===== src/rtl/mfm_dpll_sync_if.sv =====
// Read-channel bundle between the drive/controller side and the MFM data separator.
// Latency: none (wires only).
// Backpressure: none; the recovered stream is free-running and cannot be stalled.
// Signals: iRDATA_N raw active-low read pulses, iSTART read enable,
//          oRCLK recovered cell clock, o3WORDS 48-cell window (bit 0 newest),
//          oSYNC sync-mark strobe, oLOCK DPLL lock indicator.
interface mfm_dpll_sync_if;
  logic        iRDATA_N;
  logic        iSTART;
  logic        oRCLK;
  logic [47:0] o3WORDS;
  logic        oSYNC;
  logic        oLOCK;

  // master: the data separator, which sources the recovered stream
  modport master (
    input  iRDATA_N, iSTART,
    output oRCLK, o3WORDS, oSYNC, oLOCK
  );

  // slave: drive front end and MFM byte decoder side
  modport slave (
    output iRDATA_N, iSTART,
    input  oRCLK, o3WORDS, oSYNC, oLOCK
  );
endinterface


===== src/rtl/mfm_dpll_sync.sv =====
// MFM data separator: digital PLL recovers the cell clock, shifts cells into a 48-bit window, flags triple-A1 sync.
// Latency: read pulse -> rHIT 3 iCLK; window/oRCLK update on the window-close edge; oSYNC valid the cycle after it.
// Backpressure: none; the DPLL free-runs and iSTART low only clears window and sync state.
// Ports: iCLK system clock, iRESET_N async active-low reset,
//        bus (master modport): iRDATA_N, iSTART in; oRCLK, o3WORDS, oSYNC, oLOCK out.
module mfm_dpll_sync #(
  parameter int          HALF_CELL = 32,
  parameter logic [47:0] SYNC_PAT  = 48'h448944894489
) (
  input  logic            iCLK,
  input  logic            iRESET_N,
  mfm_dpll_sync_if.master bus
);
  localparam int PW = $clog2(HALF_CELL);
  localparam logic [PW-1:0] LAST    = PW'(HALF_CELL - 1);
  localparam logic [PW-1:0] MID     = PW'(HALF_CELL / 2);
  localparam logic [PW-1:0] RET_LT  = PW'(HALF_CELL / 2 - 1);
  localparam logic [PW-1:0] ADV_LT  = PW'(HALF_CELL - 2);
  localparam logic [PW-1:0] BAND_LO = PW'(HALF_CELL / 2 - HALF_CELL / 8);
  localparam logic [PW-1:0] BAND_HI = PW'(HALF_CELL / 2 + HALF_CELL / 8);

  logic          rSync1, rSync2, rSync3;
  logic          pulse;
  logic          wc;
  logic [PW-1:0] rPH, phNext;
  logic          rSeen;   // a pulse has already been taken in this window
  logic          rHIT;
  logic          rRCLK;
  logic          rSYNC;
  logic [47:0]   rWin, winShift;
  logic [3:0]    rLK;

  // Synchronizer idles high so releasing reset never fakes a falling edge.
  always_ff @(posedge iCLK or negedge iRESET_N) begin
    if (!iRESET_N) begin
      rSync1 <= 1'b1;
      rSync2 <= 1'b1;
      rSync3 <= 1'b1;
    end else begin
      rSync1 <= bus.iRDATA_N;
      rSync2 <= rSync1;
      rSync3 <= rSync2;
    end
  end

  assign pulse    = rSync3 & ~rSync2;
  assign wc       = (rPH == LAST);
  assign winShift = {rWin[46:0], rHIT};

  // Phase steering: an early pulse holds the counter one cycle, a late one
  // skips a count. The upper bound on advance keeps the counter from jumping
  // over the window-close value. Only the first pulse of a window steers.
  always_comb begin
    phNext = rPH + 1'b1;
    if (wc) begin
      phNext = '0;
    end else if (pulse && !rSeen) begin
      if (rPH < RET_LT) begin
        phNext = rPH;
      end else if (rPH > MID && rPH < ADV_LT) begin
        phNext = rPH + PW'(2);
      end
    end
  end

  // DPLL and lock counter keep running regardless of iSTART.
  always_ff @(posedge iCLK or negedge iRESET_N) begin
    if (!iRESET_N) begin
      rPH   <= '0;
      rRCLK <= 1'b0;
      rSeen <= 1'b0;
      rLK   <= 4'd0;
    end else begin
      rPH <= phNext;
      if (wc) begin
        rRCLK <= ~rRCLK;
        rSeen <= 1'b0;
      end else if (pulse) begin
        rSeen <= 1'b1;
      end
      if (pulse && !rSeen) begin
        if (rPH >= BAND_LO && rPH <= BAND_HI) begin
          if (rLK != 4'hF) rLK <= rLK + 4'd1;
        end else begin
          if (rLK != 4'h0) rLK <= rLK - 4'd1;
        end
      end
    end
  end

  // Cell window and sync compare. A pulse landing on the close edge belongs
  // to the window that is just starting.
  always_ff @(posedge iCLK or negedge iRESET_N) begin
    if (!iRESET_N) begin
      rWin  <= '0;
      rHIT  <= 1'b0;
      rSYNC <= 1'b0;
    end else if (!bus.iSTART) begin
      rWin  <= '0;
      rHIT  <= 1'b0;
      rSYNC <= 1'b0;
    end else begin
      rSYNC <= wc && (winShift == SYNC_PAT);
      if (wc) begin
        rWin <= winShift;
        rHIT <= pulse;
      end else if (pulse) begin
        rHIT <= 1'b1;
      end
    end
  end

  assign bus.oRCLK   = rRCLK;
  assign bus.o3WORDS = rWin;
  assign bus.oSYNC   = rSYNC;
  assign bus.oLOCK   = rLK[3];
endmodule


===== src/flat_wrapper.sv =====
// flat-port wrapper written by rule: the top's interface ports become plain ports
module mfm_dpll_sync_flat 
#(
  parameter int          HALF_CELL = 32,
  parameter logic [47:0] SYNC_PAT  = 48'h448944894489
)
  (iCLK, iRESET_N, bus_iRDATA_N, bus_iSTART, bus_oRCLK, bus_o3WORDS, bus_oSYNC, bus_oLOCK);
  mfm_dpll_sync_if bus_i ();
  input  logic iCLK;
  input  logic iRESET_N;
  input wire logic [$bits(bus_i.iRDATA_N)-1:0] bus_iRDATA_N;
  input wire logic [$bits(bus_i.iSTART)-1:0] bus_iSTART;
  output wire logic [$bits(bus_i.oRCLK)-1:0] bus_oRCLK;
  output wire logic [$bits(bus_i.o3WORDS)-1:0] bus_o3WORDS;
  output wire logic [$bits(bus_i.oSYNC)-1:0] bus_oSYNC;
  output wire logic [$bits(bus_i.oLOCK)-1:0] bus_oLOCK;
  assign bus_i.iRDATA_N = bus_iRDATA_N;
  assign bus_i.iSTART = bus_iSTART;
  assign bus_oRCLK = bus_i.oRCLK;
  assign bus_o3WORDS = bus_i.o3WORDS;
  assign bus_oSYNC = bus_i.oSYNC;
  assign bus_oLOCK = bus_i.oLOCK;
  mfm_dpll_sync #(.HALF_CELL(HALF_CELL), .SYNC_PAT(SYNC_PAT)) u_core (.iCLK(iCLK), .iRESET_N(iRESET_N), .bus(bus_i));
endmodule

===== config.mk =====
export PLATFORM = sky130hd
export DESIGN_NAME = mfm_dpll_sync_flat
export DESIGN_NICKNAME = d
export VERILOG_FILES = /design/src/rtl/mfm_dpll_sync_if.sv /design/src/rtl/mfm_dpll_sync.sv /design/src/flat_wrapper.sv
export SDC_FILE = /design/constraint.sdc
export NUM_CORES = 1
export LEC_CHECK = 0
export ABC_AREA = 1
export CAP_MARGIN = 15
export CORE_ASPECT_RATIO = 0.5
export CORE_MARGIN = 5
export CORE_UTILIZATION = 52
export CTS_CLUSTER_SIZE = 24
export DETAILED_ROUTE_END_ITERATION = 10
export PLACE_DENSITY = 0.79
export SLEW_MARGIN = 20
export SYNTH_ARGS = -nofsm -noshare
export SYNTH_HDL_FRONTEND = slang
export SYNTH_SLANG_ARGS = --single-unit
export TNS_END_PERCENT = 100

===== constraint.sdc =====
create_clock -name iCLK -period 2.1 [get_ports iCLK]
set_input_delay 0.42 -clock iCLK [delete_from_list [all_inputs] [get_ports iCLK]]
set_output_delay 0.42 -clock iCLK [all_outputs]
set_load 0.005 [all_outputs]

**Word level (Yosys, flattened, before mapping)**

Cells that the tools add are included.

- Bitwise operators: 3
- Multiply operators: 0
- Div/mod/pow operators: 0
- Equal/unequal tests: 7
- Order comparisons: 5
- $add $sub $neg: 4
- Muxes and demuxes: 14
- Shift operators: 0
- Reduce and logical (&&, ||, !) cells: 9

Operators with widths:

| kind | number |
|---|---|
| $mux W48 | 2 |
| $eq A48 B47 Y1 const B | 1 |
| $mux W5 | 4 |
| $mux W4 | 3 |
| $add A5 B1 Y5 const B | 1 |
| $add A5 B2 Y5 const B | 1 |
| $eq A5 B5 Y1 const B | 1 |
| $ge A5 B4 Y1 const B | 1 |
| $gt A5 B5 Y1 const B | 1 |
| $le A5 B5 Y1 const B | 1 |
| $lt A5 B4 Y1 const B | 1 |
| $lt A5 B5 Y1 const B | 1 |
| $mux W1 | 5 |
| $add A4 B1 Y4 const B | 1 |
| $logic_and A1 B1 Y1 | 4 |
| $ne A4 B4 Y1 const B | 1 |
| $reduce_bool A2 Y1 | 2 |
| $reduce_bool A4 Y1 | 1 |
| $sub A4 B1 Y4 const B | 1 |
| $ne A3 B1 Y1 const B | 1 |
| $ne A3 B2 Y1 const B | 1 |
| $reduce_and A3 Y1 | 1 |
| $ne A2 B1 Y1 const B | 1 |
| $ne A2 B2 Y1 const B | 1 |
| other kinds (3) | 4 |

- Output and inout port bits: 51
- Logic and storage cells: 52
- Memories: 0
- RAM bits: 0
- Input port bits: 4
- ROM bits: 0
- Register bits after elaboration: 64
- Latch bits: 0

**Logic depth before layout (Yosys ltp)**

Gate-level depths: netlist (run 1).

- Word-level depth: 6
- Mapped depth: 14
- Mapped depth without buffers: 14

**Worst setup path before layout (run 1)**

Ideal clock, no wire load.

- Path type: register to register
- Start point: register u_core.rPH[3]
- End point: register u_core.rLK[3]
- Setup time: 0.120 ns
- Cell stages (with the launch flop): 14
- Data arrival time: 1.579 ns
- Slack: 0.400 ns
- Buffers on the path: 0
- Clock period less this slack: 1.700 ns
- Required time: 1.980 ns
- Cells stage by stage: dfrtp_1 > nor2_2 > nand2_2 > nand2_2 > inv_1 > ha_1 > nand2_1 > nand2_1 > nor2_1 > inv_1 > nand2_1 > nand2_1 > nand2_1 > nand2_1

- Longest elaborated chain between the ends: 4
- Elaborated cells on any way between the ends: 7
- Those cells by class: order compare (2); eq/ne (1); mux (1); reduce/logical (3)

RTL lines:

| what | RTL line | RTL |
|---|---|---|
| start: declaration | mfm_dpll_sync.sv:25 | `logic [PW-1:0] rPH, phNext;` |
| start signal: assignment | mfm_dpll_sync.sv:74 | `rPH <= phNext;` |
| $ge A5 B4 Y1 / $le A5 B5 Y1 (equally long branches) | mfm_dpll_sync.sv:82 | `if (rPH >= BAND_LO && rPH <= BAND_HI) begin` |
| $logic_and A1 B1 Y1 * | mfm_dpll_sync.sv:82 |  |
| $ne A2 B2 Y1 (no line) / $reduce_bool A2 Y1 (equally long branches) | n/a |  |
| $reduce_and A3 Y1 (no line) | n/a |  |
| end signal: assignment | mfm_dpll_sync.sv:83 | `if (rLK != 4'hF) rLK <= rLK + 4'd1;` |
| end signal: assignment | mfm_dpll_sync.sv:85 | `if (rLK != 4'h0) rLK <= rLK - 4'd1;` |
| end: declaration | mfm_dpll_sync.sv:31 | `logic [3:0] rLK;` |

Every way passes the cells marked *; elsewhere a longest branch is shown, timed or not.
A chain may end at the register's enable or synchronous reset.

**Worst setup path in the final report (run 1)**

- Start point: register u_core.rPH[1]
- End point: register u_core.rWin[41] (netlist: u_core.bus.o3WORDS[41])

- Longest elaborated chain between the ends: 2

RTL lines:

| what | RTL line | RTL |
|---|---|---|
| $eq A5 B5 Y1 | mfm_dpll_sync.sv:47 | `assign wc = (rPH == LAST);` |
| $ne A2 B1 Y1 (no line) | n/a |  |
| end signal: assignment | mfm_dpll_sync.sv:105 | `rWin <= winShift;` |
| end: declaration | mfm_dpll_sync.sv:30 | `logic [47:0] rWin, winShift;` |

Every way passes these cells.

==> flow_summary.json, run 1 <==
{
  "run_status": "finished clean",
  "grt_pass1_vias": 2578,
  "r2r_cells": 8,
  "synth_area_leaders": "dfrtp_1 (51%), nand3_1 (8.4%), o21ai_0 (6.7%), inv_1 (6.2%), nand2_1 (4.2%)",
  "setup_viol": 0,
  "synth_compound_area_share_pct": 12.2,
  "die_h_um": 63.5,
  "antennaDiodeCount": 0,
  "grt_overflow_total": 0,
  "avgSynthCellArea_um2": 8.99,
  "viasPerCell": 5.57,
  "synth_top_area_cell": "dfrtp_1",
  "worst_pin_slew_ns": 0.557,
  "irDropWorstVdd_uv": 521,
  "r2r_start": "u_core.rPH[1]",
  "p_leak_nw": 1.70,
  "drt_iter0_drc": 300,
  "die_area_um2": 7430,
  "stdcell_count": 466,
  "tns_ns": 0,
  "cts_hold_buf": 0,
  "powerDensity_nw_per_um2": 1030,
  "synth_cells": 331,
  "crit_fanout": 21,
  "dp_cells": 450,
  "wl_per_cell_um": 16.0,
  "synth-edff-count": 0,
  "synth_fa_ha_area_share_pct": 3.19,
  "final-seq-area_um2": 1610,
  "grt_pass1_wl_um": 13000,
  "worstReg2RegEnd": "u_core.bus.o3WORDS[41]",
  "fin_crit_sh_pct": 89.4,
  "ys_seq_elements": 64,
  "ys_async_sr_fraction_pct": 100,
  "fin_skew_ns": 0.00468,
  "min_period_ns": 1.88,
  "ys_seq_area_share_pct": 53.9,
  "syn-num-nets": 342,
  "grt_usage_pct": 22.2,
  "startpoint_type": "register",
  "core_area_um2": 5520,
  "syn-cell-area_um2": 2980,
  "ys_top_cells_by_count": "dfrtp_1 (61), nand3_1 (50), inv_1 (49)",
  "port_buffers": 54,
  "maxSlewHeadroom_pct": 62.8,
  "grt_antenna_before_repair": 0,
  "routed_wl_um": 7470,
  "timing_hold_violations_final": 0,
  "synth_top_area_share_pct": 51.3,
  "initial_core_util_pct": 54.0,
  "gp_congestion": 0.881,
  "synth_xor_area_share_pct": 0.883,
  "path_clk_slew_ns": 0.05,
  "yosys_warnings": 0,
  "drive_gt1_share_pct": 11.2,
  "reg2reg_setup_slack_ns": 0.22,
  "cts-root-buf": "clkbuf_16",
  "grt_max_degree": 50,
  "ioPinCount": 55,
  "synth.most_common_cell": "dfrtp_1",
  "insertion_delay_ns": 0.32,
  "postRouteAntennaNets": 0,
  "multi_input_area_um2": 1110,
  "fillers": 402,
  "dr_total_vias": 2597,
  "synth_top_family_by_area": "simple AND/OR/NAND/NOR gates",
  "critPathArrivalTime_ns": 2.07,
  "dpl.hpwl_um": 4940,
  "cts_tree": "yes",
  "fin_nets": 399,
  "drt-pass1-iter-count": 5,
  "cts_buffers": 9,
  "cts_sinks": 64,
  "rsz0062_at_grt": "false",
  "synth_top_flop_cell": "dfrtp_1",
  "fmax_mhz": 533,
  "synthMuxAreaShare_pct": 0,
  "synthSimpleGateAreaFrac_pct": 20.8,
  "hp-class": "primary input to async pin",
  "num_rows": 19,
  "drv_slew": 0,
  "crit_type": "register to register",
  "critical_path_required_ns": 2.29,
  "area_growth_pct": 32.4,
  "drc": 0,
  "cap_viol_max_count": 0,
  "clockBufferDepth": 2,
  "synth_cell_type_count": 30,
  "h-tree-depth": 3,
  "die_width_um": 117,
  "cp-end-kind": "register"
}
[per-layer routing]
layer,part of all wire [%],track usage [%],vias up
met5,0,0,-
met4,1.3,8.01,0
met3,4.2,5.93,8
met2,51,36.0,82
met1,44,28.7,1285
li1,-,-,1222
[registers in the layout, summed over array words and instances (netlist names)]
| signal | flops |
|---|---|
| u_core.rSeen | 1 |
| u_core.rHIT | 1 |
| u_core.rSync2 | 1 |
| u_core.bus.oRCLK | 1 |
| u_core.rSync1 | 1 |
| u_core.rLK | 4 |
| u_core.rSync3 | 1 |
| u_core.bus.o3WORDS | 48 |
| u_core.rPH | 5 |
| u_core.bus.oSYNC | 1 |
[final cells by class]
class | count | area share (%)
flip-flops and latches | 64 | 40.7
clock inverters | 5 | 1.40
inverters | 51 | 4.86
multi-input cells | 200 | 28.2
well taps | 73 | 2.32
clock buffers | 11 | 6.41
repair buffers | 62 | 16.1
[cells in the final DEF, fill, tap and decap left out, types with 3 or more instances in the layout]
master / Yosys / final
a21oi_1: 8 / 8
buf_12: 0 / 3
buf_4: 0 / 5
clkbuf_16: 0 / 9
clkdlybuf4s50_1: 0 / 53
dfrtp_1: 61 / 61
dfstp_2: 3 / 3
ha_1: 6 / 5
inv_1: 49 / 49
nand2_1: 33 / 33
nand2_2: 3 / 3
nand3_1: 50 / 50
nand4_1: 9 / 9
nor2_1: 15 / 15
nor3_1: 3 / 3
nor4_1: 4 / 4
o21ai_0: 40 / 40
o31ai_1: 12 / 12
[power by group]
group          internal (mW)  total, mW  switching [mW]
Sequential              1.37       1.53           0.168
Combinational          0.424       1.02           0.600
Clock                  0.978       1.51           0.531
[per-stage QoR]
stage / power [mW] / hold slack, ns / worst slack (ns) / instance area, um^2 / util (%)
finish: 4.07 / 0.0141 / 0.222 / 3940 / 71.5
global route: 4.35 / 0.0465 / 0.0219 / 3940 / 71.5
CTS: 4.08 / 0.0177 / 0.140 / 3930 / 71.3
detailed placement: 2.57 / 0.354 / 0.188 / 3630 / 65.7
global placement: 2.52 / 0.346 / 0.259 / 3630 / 65.7
floorplan: 2.25 / 0.124 / 0.400 / 2980 / -
[logic make-up (layout without fill, tap and decap cells)]
group / count (synthesis) / count (layout)
AO/OA/AOI/OAI: 65 / 65
XOR/XNOR: 3 / 3
adder cells (fa/ha/maj): 7 / 7
buffers and inverters: 67 / 129
flip-flops: 64 / 64
AND/OR/NAND/NOR: 125 / 125
[worst max path at each step]
stage                              to           from  slack (ns)
2_1_floorplan           u_core.rLK[3]  u_core.rPH[3]        0.40
3_3_place_gp            u_core.rLK[3]  u_core.rPH[3]        0.26
3_5_place_dp   u_core.bus.o3WORDS[33]  u_core.rPH[1]        0.19
4_1_cts        u_core.bus.o3WORDS[25]  u_core.rPH[1]        0.14
5_1_grt                 u_core.rLK[3]  u_core.rPH[4]        0.02
6_report       u_core.bus.o3WORDS[41]  u_core.rPH[1]        0.22
[what timing repair did]
item / CTS / global route
setup endpoints to repair: 0 / 6
gates resized for setup: 0 / 2
buffers inserted: 0 / 0
[critical path, cell delays in order (launching register included)]
cell	delay, ns
dfrtp_1	0.45
ha_1	0.23
inv_1	0.05
nor2_1	0.11
ha_2	0.29
inv_2	0.05
nand2_1	0.26
buf_12	0.20
o21ai_0	0.10
No activity file was read; power rests on OpenSTA's default activity.
==> run 2: changes to the inputs <==
--- a/config.mk
+++ b/config.mk
@@ -6,15 +6,17 @@
 export NUM_CORES = 1
 export LEC_CHECK = 0
 export ABC_AREA = 1
-export CAP_MARGIN = 15
+export CAP_MARGIN = 20
+export CELL_PAD_IN_SITES_DETAIL_PLACEMENT = 1
+export CELL_PAD_IN_SITES_GLOBAL_PLACEMENT = 2
 export CORE_ASPECT_RATIO = 0.5
 export CORE_MARGIN = 5
-export CORE_UTILIZATION = 52
+export CORE_UTILIZATION = 31
 export CTS_CLUSTER_SIZE = 24
 export DETAILED_ROUTE_END_ITERATION = 10
-export PLACE_DENSITY = 0.79
+export PLACE_DENSITY_LB_ADDON = 0.1
 export SLEW_MARGIN = 20
 export SYNTH_ARGS = -nofsm -noshare
 export SYNTH_HDL_FRONTEND = slang
 export SYNTH_SLANG_ARGS = --single-unit
-export TNS_END_PERCENT = 100
+export TNS_END_PERCENT = 5
==> flow_summary.json, run 2 (synthesis results as in run 1) <==
{
  "final_cell_mix": "dfrtp_1 (61), clkdlybuf4s50_1 (53), nand3_1 (50), inv_1 (49), o21ai_0 (40)",
  "setup_viol": 0,
  "grt_usage_pct": 15.6,
  "cap_viol_max_count": 0,
  "num_rows": 25,
  "clockBufferDepth": 2,
  "crit_type": "register to register",
  "core_area_um2": 9420,
  "min_period_ns": 1.91,
  "grt_util_met2_pct": 24.8,
  "cts_buffers": 9,
  "hp-class": "primary input to async pin",
  "routed_wl_um": 8630,
  "drc": 0,
  "grt_pass1_wl_um": 14500,
  "critical_path_required_ns": 2.32,
  "powerDensity_nw_per_um2": 1030,
  "die_area_um2": 11800,
  "grt_antenna_before_repair": 0,
  "area_growth_pct": 36.4,
  "grtUsageMet1_pct": 20.8,
  "worstReg2RegEnd": "u_core.rLK[3]",
  "fillers": 1072,
  "fin_nets": 400,
  "port_buffers": 54,
  "final-seq-area_um2": 1610,
  "die_width_um": 149,
  "drv_slew": 0,
  "r2r_start": "u_core.rPH[4]",
  "timing_hold_violations_final": 0,
  "rsz0062_at_grt": "false",
  "tns_ns": 0,
  "fin_crit_sh_pct": 90.9,
  "final_common_cell": "dfrtp_1",
  "worst_pin_slew_ns": 0.593,
  "p_leak_nw": 1.73,
  "gp_congestion": 0.826,
  "cts_sinks": 64,
  "antennaDiodeCount": 0,
  "grt_max_degree": 34,
  "grt_overflow_total": 0,
  "fmax_mhz": 524,
  "ioPinCount": 55,
  "r2r_cells": 13,
  "postRouteAntennaNets": 0,
  "cts-root-buf": "clkbuf_16",
  "maxSlewHeadroom_pct": 60.4,
  "critPathArrivalTime_ns": 2.13,
  "grt_pass1_vias": 2746,
  "multi_input_area_um2": 1110,
  "viasPerCell": 4.85,
  "dr_total_vias": 2565,
  "drt-pass1-iter-count": 4,
  "p_total_mw": 4.17,
  "path_clk_slew_ns": 0.05,
  "fin_skew_ns": 0.00536,
  "irDropWorstVdd_uv": 396,
  "die_h_um": 79.3,
  "startpoint_type": "register",
  "h-tree-depth": 3,
  "crit_start": "u_core.rPH[4]",
  "largest_register_ffs": 48,
  "use_met3_pct": 5.36,
  "initial_core_util_pct": 31.6,
  "grt_busiest_layer": "met2",
  "wl_per_cell_um": 16.3,
  "crit_fanout": 4,
  "insertion_delay_ns": 0.33,
  "dpl.hpwl_um": 6030,
  "cts_tree": "yes",
  "drt_iter0_drc": 116,
  "run_status": "finished clean",
  "cp-end-kind": "register",
  "reg2reg_setup_slack_ns": 0.19,
  "drive_gt1_share_pct": 10.9
}
-- run 2: changes by cell type in the layout (fill, tap and decap cells not counted) --
cell        previous run  this run
clkinvlp_4             2         0
ha_2                   1         0
buf_12                 3         5
buf_4                  5         4
ha_1                   5         6
clkinv_2               2         1
clkbuf_8               2         4
clkbuf_1               0         1
-- run 2: worst max-delay path by stage --
stage	slack, ns	endpoint	depth (start not counted)
detailed placement	0.15	u_core.rLK[3]	14
global placement	0.21	u_core.rLK[3]	14
global route	0.006	u_core.rLK[3]	14
CTS	0.15	u_core.rLK[3]	14
floorplan	0.40	u_core.rLK[3]	13
finish	0.19	u_core.rLK[3]	13
-- run 2: area by class of cell --
class / instances / share of cell area, %
Clock buffer: 14 / 7.00
Timing Repair Buffer: 63 / 16.4
Sequential cell: 64 / 39.5
Multi-Input combinational cell: 200 / 27.3
Clock inverter: 2 / 0.863
Tap cell: 135 / 4.16
Inverter: 51 / 4.71
-- run 2: report_power, final --
part           switching (mW)  internal (mW)  total (mW)  leakage [nW]
registers               0.173           1.37        1.54         0.861
clock network           0.536           1.05        1.58         0.159
logic                   0.617          0.433        1.05         0.713
-- run 2: worst max-delay path, stage by stage, from the launching register on --
cell and delay [ns]:
dfrtp_1 0.42, inv_1 0.15, nand3_1 0.12, nand2_2 0.15, inv_1 0.09, ha_1 0.33, nand2_1 0.08, nand2_1 0.05
nor2_1 0.14, inv_1 0.05, nand2_1 0.06, nand2_1 0.04, nand2_1 0.05, nand2_1 0.05
-- run 2: metrics by stage --
step                      setup slack [ns]  hold WS (ns)  instances  area, um^2  util (%)
after detailed placement             0.153         0.351        513        3740      39.7
after global routing               0.00624        0.0934        529        4060      43.1
after floorplan                      0.400         0.124        331        2980         -
after CTS                            0.147        0.0733        529        4060      43.1
after global placement               0.211         0.345        513        3740      39.7
final                                0.192        0.0645        529        4060      43.1
-- run 2: repair_timing --
action | CTS | global route
buffers inserted | 0 | 0
endpoints found under the setup margin | 0 | 1
resized for setup | 0 | 1
hold buffers | 0 | 0
-- run 2: metal layers --
metal | share of wire [%] | vias up | wire length, um
met3 | 3.0 | 7 | 263
met2 | 47 | 33 | 4050
li1 | - | 1233 | -
met5 | 0 | - | 0
met1 | 49 | 1292 | 4250
met4 | 0.72 | 0 | 62
==> run 3: changes to the inputs <==
--- a/config.mk
+++ b/config.mk
@@ -14,6 +14,7 @@
 export CORE_UTILIZATION = 31
 export CTS_CLUSTER_SIZE = 24
 export DETAILED_ROUTE_END_ITERATION = 10
+export HOLD_SLACK_MARGIN = 0.1
 export PLACE_DENSITY_LB_ADDON = 0.1
 export SLEW_MARGIN = 20
 export SYNTH_ARGS = -nofsm -noshare
==> flow_summary.json, run 3 (synthesis results as in run 1) <==
{
  "run_status": "finished clean",
  "die_width_um": 149,
  "crit_chain": "inv_1, nand3_1, nand2_2, inv_1, ha_1, nand2_1, nand2_1, nor2_1, inv_1, nand2_1, nand2_1, nand2_1, nand2_1",
  "setup_viol": 0,
  "drv_slew": 0,
  "startpoint_type": "register",
  "p_leak_nw": 1.74,
  "area_growth_pct": 36.7,
  "placed_area_um2": 3740,
  "path_clk_slew_ns": 0.05,
  "largest_register_ffs": 48,
  "final_area_um2": 4070,
  "antennaDiodeCount": 0,
  "timing_hold_violations_final": 0,
  "viasPerCell": 4.84,
  "min_period_ns": 1.91,
  "fillers": 1073,
  "grt_overflow_total": 0,
  "worst_pin_slew_ns": 0.589,
  "grt_usage_pct": 15.6,
  "ioPinCount": 55,
  "grt_antenna_before_repair": 0,
  "cts_tree": "yes",
  "rsz0062_at_grt": "false",
  "powerDensity_nw_per_um2": 1030,
  "cap_viol_max_count": 0,
  "grt_pass1_vias": 2752,
  "hp-class": "register to register",
  "grt_max_degree": 34,
  "critical_path_required_ns": 2.32,
  "postRouteAntennaNets": 0,
  "cp_slowest_cell": "dfrtp_1",
  "maxSlewHeadroom_pct": 60.7,
  "dr_total_vias": 2567,
  "h-tree-depth": 3,
  "fin_nets": 401,
  "initial_core_util_pct": 31.6,
  "clockBufferDepth": 2,
  "insertion_delay_ns": 0.33,
  "die_h_um": 79.3,
  "final_common_cell": "dfrtp_1",
  "dpl.hpwl_um": 6030,
  "fin_crit_sh_pct": 90.9,
  "core_area_um2": 9420,
  "tns_ns": 0,
  "cp-end-kind": "register",
  "crit_fanout": 4,
  "gp_congestion": 0.826,
  "slowest_delay_ns": 0.42,
  "irDropWorstVdd_uv": 397,
  "wl_per_cell_um": 16.3,
  "drt-pass1-iter-count": 4,
  "port_buffers": 54,
  "fin_skew_ns": 0.00527,
  "drive_gt1_share_pct": 10.9,
  "fmax_mhz": 524,
  "die_area_um2": 11800,
  "cpMostUsedCell": "nand2_1",
  "routed_wl_um": 8660,
  "final_cell_mix": "dfrtp_1 (61), clkdlybuf4s50_1 (53), nand3_1 (50), inv_1 (49), o21ai_0 (40)",
  "drc": 0,
  "critPathArrivalTime_ns": 2.13,
  "grt_pass1_wl_um": 14500,
  "cts_buffers": 9,
  "drt_iter0_drc": 110,
  "cts_sinks": 64,
  "crit_type": "register to register",
  "cts-root-buf": "clkbuf_16",
  "num_rows": 25
}
run 3: cell types whose count changed in the layout (fill, tap and decap cells not counted):
cell           before  now
dlygate4sd3_1       0    1
run 3: worst max-delay path: cells and delay by family, from the launching register on:
kind	cells	cell delay (ns)
simple gates	9	0.74
flops	1	0.42
fa+ha+maj	1	0.33
buf+inv	3	0.29
run 3: stage by stage:
| step | power [mW] | cells | hold slack [ns] | worst slack (ns) | utilization [%] |
|---|---|---|---|---|---|
| 2_1_floorplan | 2.25 | 331 | 0.124 | 0.400 | - |
| 3_3_place_gp | 2.58 | 513 | 0.345 | 0.211 | 39.7 |
| 3_5_place_dp | 2.62 | 513 | 0.351 | 0.153 | 39.7 |
| 4_1_cts | 4.24 | 530 | 0.354 | 0.147 | 43.2 |
| 5_1_grt | 4.45 | 530 | 0.351 | 0.00624 | 43.2 |
| 6_report | 4.17 | 530 | 0.351 | 0.192 | 43.2 |
run 3: repair_timing:
action	in CTS	in global routing
hold buffers	1	0
endpoints found under the setup margin	0	1
endpoints found under the hold margin	19	0
setup buffers	0	0
gates resized for setup	0	1
run 3: final cells by class:
| type | instances | area [um^2] | share of cell area (%) |
|---|---|---|---|
| inverters | 51 | 191 | 4.70 |
| repair buffers | 64 | 676 | 16.6 |
| flip-flops and latches | 64 | 1610 | 39.4 |
| clock buffers | 14 | 284 | 6.98 |
| well taps | 135 | 169 | 4.15 |
| clock inverters | 2 | 35.0 | 0.861 |
| multi-input cells | 200 | 1110 | 27.3 |
run 3: final timing paths:
path / start / to / slack, ns / cells past startpoint
max in group asynchronous: iRESET_N / u_core.rSync1 / 0.91 / 3
setup reg to reg: u_core.rPH[4] / u_core.rLK[3] / 0.19 / 13
hold / removal: u_core.rSync1 / u_core.rSync2 / 0.35 / 0
min in group asynchronous: iRESET_N / u_core.bus.o3WORDS[30] / 0.60 / 2
setup / recovery: u_core.rPH[4] / u_core.rLK[3] / 0.19 / 13
hold reg to reg: u_core.rSync1 / u_core.rSync2 / 0.35 / 0
run 3: layer usage:
metal | track usage (%) | up-vias | part of all wire [%]
li1 | - | 1235 | -
met1 | 20.8 | 1296 | 50
met2 | 24.9 | 30 | 47
met3 | 5.36 | 6 | 2.8
met4 | 3.32 | 0 | 0.51
met5 | 0 | - | 0
run 3: where the power goes:
part           switching (mW)  internal, mW
clock                   0.537          1.05
sequential              0.171          1.37
combinational           0.618         0.434
